<file path="config.mk">
export PLATFORM = sky130hd
export DESIGN_NAME = bitty_fetch_unit
export DESIGN_NICKNAME = d
export VERILOG_FILES = /design/src/rtl/bitty_pkg.sv /design/src/rtl/bitty_inst_mem.sv /design/src/rtl/bitty_fetch_unit.sv
export SDC_FILE = /design/constraint.sdc
export NUM_CORES = 1
export LEC_CHECK = 0
export CAP_MARGIN = 15
export CORE_ASPECT_RATIO = 0.5
export CORE_MARGIN = 4
export CORE_UTILIZATION = 30
export DETAILED_ROUTE_END_ITERATION = 8
export GPL_TIMING_DRIVEN = 0
export PLACE_DENSITY_LB_ADDON = 0.2
export SLEW_MARGIN = 20
export SYNTH_ARGS = -nofsm -noshare
export SYNTH_HDL_FRONTEND = slang
export SYNTH_HIERARCHICAL = 1
export SYNTH_SLANG_ARGS = --single-unit
</file>
<file path="constraint.sdc">
create_clock -name clk -period 3 [get_ports clk]
set_input_delay 0.45 -clock clk [delete_from_list [all_inputs] [get_ports clk]]
set_output_delay 0.45 -clock clk [all_outputs]
set_load 0.005 [all_outputs]
</file>
<file path="src/rtl/bitty_pkg.sv">
`default_nettype none
// ============================================================================
// Module   : bitty_pkg
// Brief    : Shared state encoding and instruction field codes for the Bitty
//            fetch unit.
// Revision : 1.0 - initial release
// ============================================================================
package bitty_pkg;

    localparam int INST_W = 16;
    localparam int WDOG_W = 8;

    typedef enum logic [1:0] {
        ST_IDLE  = 2'd0,
        ST_FETCH = 2'd1,
        ST_ISSUE = 2'd2,
        ST_WAIT  = 2'd3
    } state_t;

    localparam logic [1:0] FMT_BRANCH = 2'b10;

    localparam logic [1:0] COND_EQ    = 2'b00;
    localparam logic [1:0] COND_GT    = 2'b01;
    localparam logic [1:0] COND_LT    = 2'b10;
    localparam logic [1:0] COND_NEVER = 2'b11;

endpackage
`default_nettype wire

</file>
<file path="src/rtl/bitty_inst_mem.sv">
`default_nettype none
// ============================================================================
// Module   : bitty_inst_mem
// Brief    : Single-port program RAM, synchronous read with a resettable
//            output register that doubles as the issued instruction.
// Revision : 1.0 - initial release
// ============================================================================
module bitty_inst_mem
    import bitty_pkg::*;
#(
    parameter int AW = 4
) (
    input  logic              clk,
    input  logic              reset_n,
    input  logic              we,
    input  logic              re,
    input  logic [AW-1:0]     addr,
    input  logic [INST_W-1:0] wdata,
    output logic [INST_W-1:0] rdata
);

    logic [INST_W-1:0] mem [0:(2**AW)-1];

    always_ff @(posedge clk) begin
        if (we) begin
            mem[addr] <= wdata;
        end
    end

    // Output register only loads on a read, so it holds the instruction steady
    // for the whole ISSUE/WAIT window.
    always_ff @(posedge clk or negedge reset_n) begin
        if (!reset_n) begin
            rdata <= '0;
        end else if (re) begin
            rdata <= mem[addr];
        end
    end

endmodule
`default_nettype wire

</file>
<file path="src/rtl/bitty_fetch_unit.sv">
`default_nettype none
// ============================================================================
// Module   : bitty_fetch_unit
// Brief    : Sequences a PC over program memory, issues instructions to the
//            Bitty core via run/done, and resolves branches locally.
// Revision : 1.0 - initial release
// ============================================================================
module bitty_fetch_unit
    import bitty_pkg::*;
#(
    parameter int AW      = 4,
    parameter int TIMEOUT = 15
) (
    input  logic              clk,
    input  logic              reset_n,
    input  logic              load_en,
    input  logic [AW-1:0]     load_addr,
    input  logic [INST_W-1:0] load_data,
    input  logic [AW:0]       prog_len,
    input  logic              start,
    input  logic [2:0]        cond_flags,
    input  logic              done,
    output logic [INST_W-1:0] d_inst,
    output logic              run,
    output logic [AW:0]       pc,
    output logic              busy,
    output logic              finished,
    output logic              error
);

    state_t            state;
    logic [AW:0]       len_q;
    logic [WDOG_W-1:0] watchdog;

    logic              is_branch;
    logic              taken;
    logic [AW:0]       pc_inc;
    logic [AW:0]       pc_after;
    logic              pc_done;

    bitty_inst_mem #(
        .AW (AW)
    ) u_mem (
        .clk     (clk),
        .reset_n (reset_n),
        .we      ((state == ST_IDLE) && load_en),
        .re      (state == ST_FETCH),
        .addr    ((state == ST_IDLE) ? load_addr : pc[AW-1:0]),
        .wdata   (load_data),
        .rdata   (d_inst)
    );

    always_comb begin
        is_branch = (d_inst[1:0] == FMT_BRANCH);
        case (d_inst[3:2])
            COND_EQ:    taken = cond_flags[2];
            COND_GT:    taken = cond_flags[1];
            COND_LT:    taken = cond_flags[0];
            COND_NEVER: taken = 1'b0;
            default:    taken = 1'b0;
        endcase
        pc_inc   = pc + {{AW{1'b0}}, 1'b1};
        pc_after = pc_inc;
        if ((state == ST_ISSUE) && is_branch && taken) begin
            pc_after = {1'b0, d_inst[4 +: AW]};
        end
        pc_done  = (pc_after >= len_q);
    end

    // The instruction word only becomes available at ISSUE entry, so run is
    // decoded from the registered state and the registered instruction.
    assign run = (state == ST_ISSUE) && !is_branch;

    always_ff @(posedge clk or negedge reset_n) begin
        if (!reset_n) begin
            state    <= ST_IDLE;
            pc       <= '0;
            len_q    <= '0;
            watchdog <= '0;
            busy     <= 1'b0;
            finished <= 1'b0;
            error    <= 1'b0;
        end else begin
            finished <= 1'b0;
            case (state)
                ST_IDLE: begin
                    if (start) begin
                        len_q <= prog_len;
                        pc    <= '0;
                        error <= 1'b0;
                        if (prog_len == '0) begin
                            finished <= 1'b1;
                        end else begin
                            state <= ST_FETCH;
                            busy  <= 1'b1;
                        end
                    end
                end
                ST_FETCH: begin
                    state <= ST_ISSUE;
                end
                ST_ISSUE: begin
                    watchdog <= '0;
                    if (!is_branch) begin
                        state <= ST_WAIT;
                    end else begin
                        pc <= pc_after;
                        if (pc_done) begin
                            state    <= ST_IDLE;
                            busy     <= 1'b0;
                            finished <= 1'b1;
                        end else begin
                            state <= ST_FETCH;
                        end
                    end
                end
                ST_WAIT: begin
                    if (done) begin
                        pc <= pc_after;
                        if (pc_done) begin
                            state    <= ST_IDLE;
                            busy     <= 1'b0;
                            finished <= 1'b1;
                        end else begin
                            state <= ST_FETCH;
                        end
                    end else if (watchdog == WDOG_W'(TIMEOUT - 1)) begin
                        error <= 1'b1;
                        busy  <= 1'b0;
                        state <= ST_IDLE;
                    end else begin
                        watchdog <= watchdog + 1'b1;
                    end
                end
                default: begin
                    state <= ST_IDLE;
                    busy  <= 1'b0;
                end
            endcase
        end
    end

endmodule
`default_nettype wire

</file>
==> results of run 1 <==
[metrics by stage]
stage / instances / cell area [um2] / utilization [%]
after floorplan: 729 / 12000 / -
after global routing: 1411 / 15000 / 38.1
final: 1411 / 15000 / 38.1
after CTS: 1404 / 14900 / 37.9
after global placement: 1316 / 13300 / 33.8
after detailed placement: 1327 / 13600 / 34.6
[cell type report]
class	count	area [um2]	share of cell area [%]
diodes	1	2.50	0.0167
plain buffers	36	270	1.81
clock buffers	40	796	5.32
clock inverters	12	128	0.853
inverters	11	41.3	0.276
multi-input cells	385	3200	21.4
flip-flops and latches	295	8660	57.9
well taps	530	663	4.43
repair buffers	101	1190	7.98
[final timing paths]
kind	end	cells after the start	start	slack [ns]
worst max-delay path	u_mem/mem[4][1]	11	state[1]	0.08
worst min-delay path	len_q[4]	2	reset_n	0.47
worst max register to register	u_mem/mem[4][1]	11	state[1]	0.08
worst min register to register	error	2	error	0.49
max in group asynchronous	u_mem/rdata[14]	2	reset_n	2.11
min in group clk	error	2	error	0.49
[cells by family (layout without fill, tap and decap cells)]
| group | count (synthesis) | count (layout) | share of synthesized area [%] |
|---|---|---|---|
| AOI/OAI and AO/OA | 100 | 100 | 5.69 |
| and+or+nand+nor | 147 | 147 | 6.12 |
| adders and majority gates | 8 | 8 | 0.833 |
| muxes | 125 | 125 | 12.3 |
| other | 0 | 1 | 0 |
| xor gates and xnor gates | 5 | 5 | 0.364 |
| DFF | 295 | 295 | 72.1 |
| buffers and inverters | 49 | 200 | 2.59 |
[per-layer routing]
layer | track usage (%) | routed length [um] | vias to the layer above
li1 | - | - | 3134
met5 | 0 | 0 | -
met1 | 20.6 | 14800 | 3639
met4 | 4.54 | 1030 | 0
met2 | 24.2 | 15200 | 223
met3 | 2.92 | 2110 | 57
[cells in the final DEF, fill, tap and decap left out, drive strengths merged, types with 4 or more instances in the layout]
cell           count
clkinv             7
nand4              4
mux2i            100
ha                 8
o22ai             34
and2               4
nor2              52
a221oi             5
inv               12
clkbuf            47
nor3               6
nand2b             5
edfxtp           256
nand3b             6
buf               72
dfrtp             39
nor2b              5
o21ai             14
clkdlybuf4s50     56
mux2               9
a2bb2oi           12
mux4              16
a31oi             16
nand3             20
nand2             30
[registers in the layout (all words and copies together) (netlist names)]
signal       cells
busy             1
watchdog         8
finished         1
state            2
u_mem/rdata     16
u_mem/mem      256
error            1
len_q            5
pc               5
[worst register-to-register path, cell delays in order, from the launching register on]
cell and delay [ns]:
dfrtp_1 0.36, buf_4 0.17, nor2_4 0.17, mux2_2 0.37, buf_6 0.14, buf_4 0.22
buf_4 0.23, nand3b_1 0.26, buf_4 0.23, nor3_4 0.15, buf_4 0.17, buf_6 0.15
[power breakdown]
part | switching, uW | internal [uW]
clock | 1530 | 2020
combinational | 2830 | 2040
sequential | 274 | 4800
total | 4640 | 8870
[what timing repair did]
action | in CTS | in global routing
setup endpoints to repair | 246 | 146
hold buffers | 1 | 0
hold endpoints to repair | 39 | 0
setup buffers | 24 | 8
gates resized for setup | 8 | 2
pin swaps | 14 | 2
==> run_results.csv, run 1 <==
group,metric,value,unit
status,outcome,"complete, no violations",
cts,clk_latency,0.56,ns
logic_synthesis,netlist_area,12000,um2
grt,grt_pass1_vias,7025,
critical_path,cp_top_family,"buffers and inverters",
finish,nets,899,
detailed_routing,routed_wl,33100,um
cts,htree_levels,1,
critical_path,critPathRequiredTime,3.26,ns
logic_synthesis,avgSynthCellArea,16.5,um2
critical_path,cp_slowest_cell,"mux2_2",
critical_path,path_cells,"buf_4 -> nor2_4 -> mux2_2 -> buf_6 -> buf_4 -> buf_4 -> nand3b_1 -> buf_4 -> nor3_4 -> buf_4 -> buf_6",
grt,grt_usage,15.0,%
cts,numCtsBuffers,28,
place,port_buffers,57,
grt,grt_overflow_total,0,
detailed_routing,vias,7053,
hold_path,hold_path.class,"in -> async",
logic_synthesis,synth_top_area_share,64.0,%
logic_synthesis,synthArstFlopShare,13.2,%
grt,grt_pass1_wl,47600,um
logic_synthesis,synth_cell_types,58,
finish,area.growth.synth_to_final,24.4,%
sta,hold_viol,0,
critical_path,worst_setup_path_start_kind,"flip-flop",
grt,grt_max_degree,40,
logic_synthesis,ys_seq_elements,295,
logic_synthesis,synthTopCellsByArea,"edfxtp_1 64%, mux2i_1 8.3%, dfrtp_1 8.1%",
logic_synthesis,synth-edff-count,256,
detailed_routing,dr.pass1.iters,5,
logic_synthesis,yosysSeqAreaShare,72.1,%
place,gp_congestion,0.761,
sta,rsz0062_at_grt,"no",
logic_synthesis,ys.flop_type,"edfxtp_1",
critical_path,end_kind,"flip-flop",
critical_path,max_stage_delay,0.37,ns
detailed_routing,vias_per_cell,5.00,
cts,path_clk_slew,0.07,ns
detailed_routing,postRouteAntennaNets,0,
cts,clock-sinks,295,
floorplan,chipWidth,291,um
floorplan,fp.dieH,150,um
critical_path,crit_arrival,3.18,ns
finish,drive_gt1_share,18.8,%
critical_path,critPathMostFrequentCell,"buf_4",
sta,fin_setup_tns,0,ns
detailed_routing,drtIter0Drc,608,
logic_synthesis,synth_most_common_cell,"edfxtp_1",
sta,whs,0.471,ns
sta,fmax,343,MHz
pwr,pwr_density_cell,903,nW/um2
grt,antenna_found_initial,1,
flow_run,maxCapViolCount,0,
sta,fin_crit_sh,97.2,%
floorplan,start_util,30.6,%
pwr,p_leak,0.00502,uW
place,dp_slack,-0.724,ns
pwr,ir_drop,491,uV
logic_synthesis,synth_common_cells,"256 x edfxtp_1, 100 x mux2i_1, 51 x nor2_1, 39 x dfrtp_1, 34 x o22ai_1",
logic_synthesis,syn-num-nets,770,
cts,root_buffer,"clkbuf_16",
logic_synthesis,synth.largest_area_cell,"edfxtp_1",
cts,cts_tree,"done",
finish,nFillCells,3612,
sta,finalCriticalPeriod,2.92,ns
logic_synthesis,yosys_warnings,6,
sta,final_max_slew_viol_count,0,
floorplan,dieArea,43500,um2
floorplan,row_count,51,
sta,final.setup_skew,0.0134,ns
detailed_routing,wl_per_cell,23.4,um
sta,final.setup.worst_slack,0.0837,ns
pwr,p_total,13500,uW
detailed_routing,drcViolationCount,0,
floorplan,coreArea,39200,um2
sta,setup_violations,0,
sta,relSlewSlack,39.6,%
place,dpl.hpwl,21300,um
sta,worst_slew_pin_slew,0.906,ns
critical_path,crit_type,"reg -> reg",
critical_path,path_max_fanout,10,
floorplan,ios,58,
critical_path,crit_buf_inv,7,
logic_synthesis,netlist_instances,729,
cts,cts_max_path_buffers,3,
(Power assumes the default switching activity.)
==> run 2, diff against run 1 <==
--- a/config.mk
+++ b/config.mk
@@ -12,7 +12,6 @@
 export DETAILED_ROUTE_END_ITERATION = 8
 export GPL_TIMING_DRIVEN = 0
 export PLACE_DENSITY_LB_ADDON = 0.2
-export SLEW_MARGIN = 20
 export SYNTH_ARGS = -nofsm -noshare
 export SYNTH_HDL_FRONTEND = slang
 export SYNTH_HIERARCHICAL = 1
==> run_results.csv, run 2 (synthesis gave the netlist of run 1 again) <==
group,metric,value,unit
finish,drive_gt1_share,19.7,%
flow_run,maxCapViolCount,0,
detailed_routing,postRouteAntennaNets,0,
sta,hold_viol,0,
pwr,p_sw,4680,uW
cts,clk_latency,0.57,ns
floorplan,fp.dieH,150,um
critical_path,startpoint,"state[1]",
pwr,p_leak,0.00506,uW
critical_path,cp_slowest_cell,"mux2_2",
place,gp_congestion,0.761,
cts,root_buffer,"clkbuf_16",
grt,antenna_found_initial,1,
place,place_area,13600,um2
grt,grt_overflow_total,0,
sta,finalCriticalPeriod,2.87,ns
detailed_routing,vias,7091,
cts,cts_tree,"done",
grt,grt_usage,15.0,%
floorplan,row_count,51,
detailed_routing,drcViolationCount,0,
detailed_routing,vias_per_cell,5.01,
sta,rsz0062_at_grt,"no",
pwr,ir_drop,542,uV
detailed_routing,drt-met1-wl,15000,um
hold_path,hold_path.class,"in -> async",
place,dpl.hpwl,21800,um
critical_path,worst_setup_path_start_kind,"flip-flop",
critical_path,r2r_slack,0.13,ns
finish,largest_reg_flops,256,
critical_path,crit_arrival,3.15,ns
detailed_routing,routed_wl,33200,um
pwr,p_sw_share,34.5,%
place,dp_slack,-0.764,ns
grt,grt_pass1_wl,47900,um
sta,worst_slew_pin_slew,0.940,ns
cts,htree_levels,1,
sta,setup_violations,0,
sta,fmax,348,MHz
sta,final.setup_skew,0.0123,ns
floorplan,dieArea,43500,um2
critical_path,r2r-end,"u_mem/mem[5][5]",
sta,relSlewSlack,37.3,%
pwr,cellInternalPower,8880,uW
finish,area.growth.synth_to_final,24.7,%
finish,fin_area,15000,um2
critical_path,crit_buf_inv,4,
floorplan,start_util,30.6,%
grt,grt_max_degree,26,
place,port_buffers,57,
floorplan,coreArea,39200,um2
critical_path,path_cells,"buf_4 -> nor2_4 -> mux2_2 -> buf_2 -> buf_2 -> nand2b_1 -> nor2_4 -> buf_16",
detailed_routing,wl_met2,15100,um
finish,layout_common_cells,"256 x edfxtp_1, 99 x mux2i_1, 56 x clkdlybuf4s50_1, 39 x nor2_1, 38 x dfrtp_1",
critical_path,cp.depth,8,
critical_path,end_kind,"flip-flop",
floorplan,ios,58,
critical_path,crit_type,"reg -> reg",
place,post-place-cells,1332,
floorplan,chipWidth,291,um
finish,regMostFlops,"u_mem/mem",
detailed_routing,wl_per_cell,23.5,um
cts,numCtsBuffers,29,
sta,fin_crit_sh,95.8,%
cts,clock-sinks,295,
grt,grt_pass1_vias,7030,
pwr,pwr_density_cell,904,nW/um2
pwr,seqPwrFrac,37.5,%
status,outcome,"complete, no violations",
pwr,clkPwrFrac,26.7,%
detailed_routing,dr.pass1.iters,5,
pwr,combPwrFrac,35.8,%
finish,top_regs,"u_mem/mem x256, u_mem/rdata x16, watchdog x8",
critical_path,cp_top_family,"simple AND/OR/NAND/NOR gates",
finish,nets,901,
sta,final_max_slew_viol_count,0,
critical_path,crit_path_end,"u_mem/mem[5][5]",
critical_path,path_max_fanout,10,
detailed_routing,wl_met3,2150,um
detailed_routing,routed.top_layer,"met4",
critical_path,reg2reg_depth,8,
cts,cts_max_path_buffers,3,
finish,layout.cells.non_filler,1414,
critical_path,reg2reg_from,"state[1]",
detailed_routing,drtIter0Drc,487,
sta,final.setup.worst_slack,0.127,ns
critical_path,max_stage_delay,0.45,ns
critical_path,critPathRequiredTime,3.28,ns
finish,final_common_cell,"edfxtp_1",
cts,path_clk_slew,0.06,ns
-- run 2: per-layer routing --
layer,global-route usage (%),vias up
met4,4.37,0
met5,0,-
met1,20.5,3693
met3,3.66,56
met2,24.1,211
li1,-,3131
-- run 2: area by class of cell --
cell class	instances	area (um2)
diodes	1	2.50
inverters	11	41.3
plain buffers	37	277
multi-input cells	385	3200
clock inverters	15	125
repair buffers	101	1190
clock buffers	39	833
flip-flops and latches	295	8660
well taps	530	663
fillers	3609	24200
-- run 2: worst register-to-register path, cell delays in order, from the launching register on --
cell and delay, ns:
dfrtp_1 0.35, buf_4 0.16, nor2_4 0.21, mux2_2 0.45
buf_2 0.24, buf_2 0.27, nand2b_1 0.40, nor2_4 0.31
buf_16 0.19
-- run 2: worst min-delay path by stage --
stage	startpoint	endpoint	depth (start not counted)
floorplan	reset_n	busy	0
global placement	error	error	2
detailed placement	reset_n	len_q[1]	1
CTS	reset_n	len_q[3]	2
global route	reset_n	u_mem/rdata[10]	2
finish	reset_n	u_mem/rdata[5]	2
-- run 2: per-stage QoR --
step	setup TNS [ns]	util (%)	total power, uW	hold WS, ns
6_report	0	38.2	13600	0.387
5_1_grt	0	38.2	14200	0.410
4_1_cts	0	38.0	13600	0.383
3_5_place_dp	-102.73	34.8	9880	0.434
3_3_place_gp	-306.43	33.8	9730	0.477
2_1_floorplan	0	-	8010	0.154
-- run 2: power by group through the flow --
stage / Clock [uW] / Combinational, uW / Sequential [uW]
6_report: 3620 / 4860 / 5080
2_1_floorplan: 0 / 2940 / 5070
5_1_grt: 3880 / 5220 / 5120
3_3_place_gp: 0 / 4570 / 5170
4_1_cts: 3710 / 4820 / 5090
3_5_place_dp: 0 / 4710 / 5170
-- run 2: timing repair --
item | in CTS | in global routing
endpoints found under the setup margin | 230 | 80
buffers inserted | 21 | 6
hold endpoints to repair | 14 | 0
resized for setup | 22 | 5
pin swaps | 12 | 4
hold buffers | 1 | 0
==> run 3, diff against run 2 <==
--- a/config.mk
+++ b/config.mk
@@ -5,7 +5,7 @@
 export SDC_FILE = /design/constraint.sdc
 export NUM_CORES = 1
 export LEC_CHECK = 0
-export CAP_MARGIN = 15
+export CAP_MARGIN = 20
 export CORE_ASPECT_RATIO = 0.5
 export CORE_MARGIN = 4
 export CORE_UTILIZATION = 30
==> run_results.csv, run 3 (synthesis gave the netlist of run 1 again) <==
group,metric,value,unit
critical_path,cp_top_family,"simple AND/OR/NAND/NOR gates",
sta,relSlewSlack,40.2,%
hold_path,hold_path.class,"in -> async",
sta,worst_slew_pin_slew,0.898,ns
cts,numCtsBuffers,28,
floorplan,dieArea,43500,um2
place,dpl.hpwl,21900,um
detailed_routing,drtIter0Drc,547,
critical_path,cp_slowest_cell,"mux2_2",
status,outcome,"complete, no violations",
critical_path,worst_setup_path_start_kind,"flip-flop",
cts,root_buffer,"clkbuf_16",
grt,grt_pass1_wl,47800,um
finish,top_regs,"u_mem/mem x256, u_mem/rdata x16, watchdog x8",
floorplan,start_util,30.6,%
sta,setup_violations,0,
pwr,pwr_density_cell,914,nW/um2
detailed_routing,vias,7042,
finish,num_antenna_cells,0,
sta,final_max_slew_viol_count,0,
finish,fin_area,15000,um2
grt,grt_overflow_total,0,
sta,whs,0.408,ns
cts,path_clk_slew,0.06,ns
sta,fin_crit_sh,97.0,%
cts,cts_max_path_buffers,3,
floorplan,row_count,51,
sta,final.setup_skew,0.00823,ns
flow_run,maxCapViolCount,0,
grt,antenna_found_initial,0,
finish,regMostFlops,"u_mem/mem",
critical_path,path_cells,"buf_4 -> nor2_4 -> mux2_2 -> buf_2 -> buf_2 -> nand2b_1 -> nor2_4 -> buf_16",
detailed_routing,wl_per_cell,23.3,um
cts,cts_tree,"done",
floorplan,fp.dieH,150,um
detailed_routing,routed_wl,32900,um
sta,finalCriticalPeriod,2.91,ns
detailed_routing,postRouteAntennaNets,0,
cts,htree_levels,1,
place,post-place-cells,1332,
critical_path,crit_buf_inv,4,
critical_path,end_kind,"flip-flop",
critical_path,crit_arrival,3.17,ns
critical_path,r2r_slack,0.09,ns
finish,area.growth.synth_to_final,24.8,%
finish,largest_reg_flops,256,
detailed_routing,routed.top_layer,"met4",
pwr,p_leak,0.00505,uW
finish,layout_common_cells,"256 x edfxtp_1, 99 x mux2i_1, 56 x clkdlybuf4s50_1, 39 x nor2_1, 38 x dfrtp_1",
sta,rsz0062_at_grt,"no",
place,place_area,13600,um2
detailed_routing,dr.pass1.iters,5,
finish,layout.cells.non_filler,1410,
critical_path,crit_type,"reg -> reg",
critical_path,critPathRequiredTime,3.26,ns
detailed_routing,wl_met2,15200,um
place,port_buffers,57,
floorplan,chipWidth,291,um
critical_path,path_max_fanout,10,
finish,nets,899,
floorplan,ios,58,
pwr,p_total,13700,uW
floorplan,coreArea,39200,um2
grt,grt_max_degree,26,
finish,drive_gt1_share,19.1,%
sta,fmax,344,MHz
finish,final_common_cell,"edfxtp_1",
detailed_routing,drcViolationCount,0,
grt,grt_pass1_vias,6976,
detailed_routing,vias_per_cell,4.99,
sta,hold_viol,0,
grt,grt_usage,15.0,%
critical_path,max_stage_delay,0.45,ns
pwr,ir_drop,500,uV
detailed_routing,drt-met1-wl,14900,um
cts,clk_latency,0.56,ns
detailed_routing,wl_met3,2040,um
cts,clock-sinks,295,
place,gp_congestion,0.761,
## run 3: cell count changes in the layout (fill, tap and decap cells not counted), moves of 3 or more
| cell | before | now |
|---|---|---|
| clkinv_2 | 8 | 5 |
| clkbuf_1 | 10 | 15 |
| bufinv_16 | 1 | 6 |
| clkbuf_8 | 7 | 1 |
## run 3: area by class of cell
class,count,area (um2)
timing repair buffer,101,1170
tap,530,663
clock inverter,15,236
fill,3593,24200
sequential,295,8660
multi-input combinational,385,3220
inverter,11,41.3
clock buffer,37,744
buffer,36,267
## run 3: metrics by stage
stage,TNS [ns],util [%],worst slack [ns]
after floorplan,0,-,0.156
after global placement,-306.43,33.8,-1.54
after detailed placement,-101.76,34.8,-0.758
after CTS,0,38.0,0.0000266
after global routing,0,38.2,0.0144
final,0,38.2,0.0899
## run 3: where the power goes
group          leakage (uW)  switching (uW)  total [uW]  internal [uW]
clock              0.000476            1530        3800           2270
sequential          0.00277             280        5090           4810
combinational       0.00181            2810        4830           2020
total               0.00505            4620       13700           9090
## run 3: repair_timing
action                                  CTS  global route
endpoints found under the setup margin  230            85
cloned                                    0             0
endpoints found under the hold margin    14             0
setup buffers                            19             8
gates resized for setup                  21             7
hold buffers                              1             0
pin swaps                                11             4
## run 3: final timing paths
| kind | startpoint | to | cells after the start |
|---|---|---|---|
| min | reset_n | len_q[3] | 2 |
| min in group clk | error | error | 2 |
| max | state[1] | u_mem/mem[5][1] | 8 |
| max reg2reg | state[1] | u_mem/mem[5][1] | 8 |
| min reg2reg | error | error | 2 |
| max in group asynchronous | reset_n | u_mem/rdata[3] | 3 |
## run 3: metal layers
metal,up-vias,track usage [%]
met5,-,0
met4,0,3.47
met3,49,3.20
met2,216,24.4
met1,3660,20.8
li1,3117,-
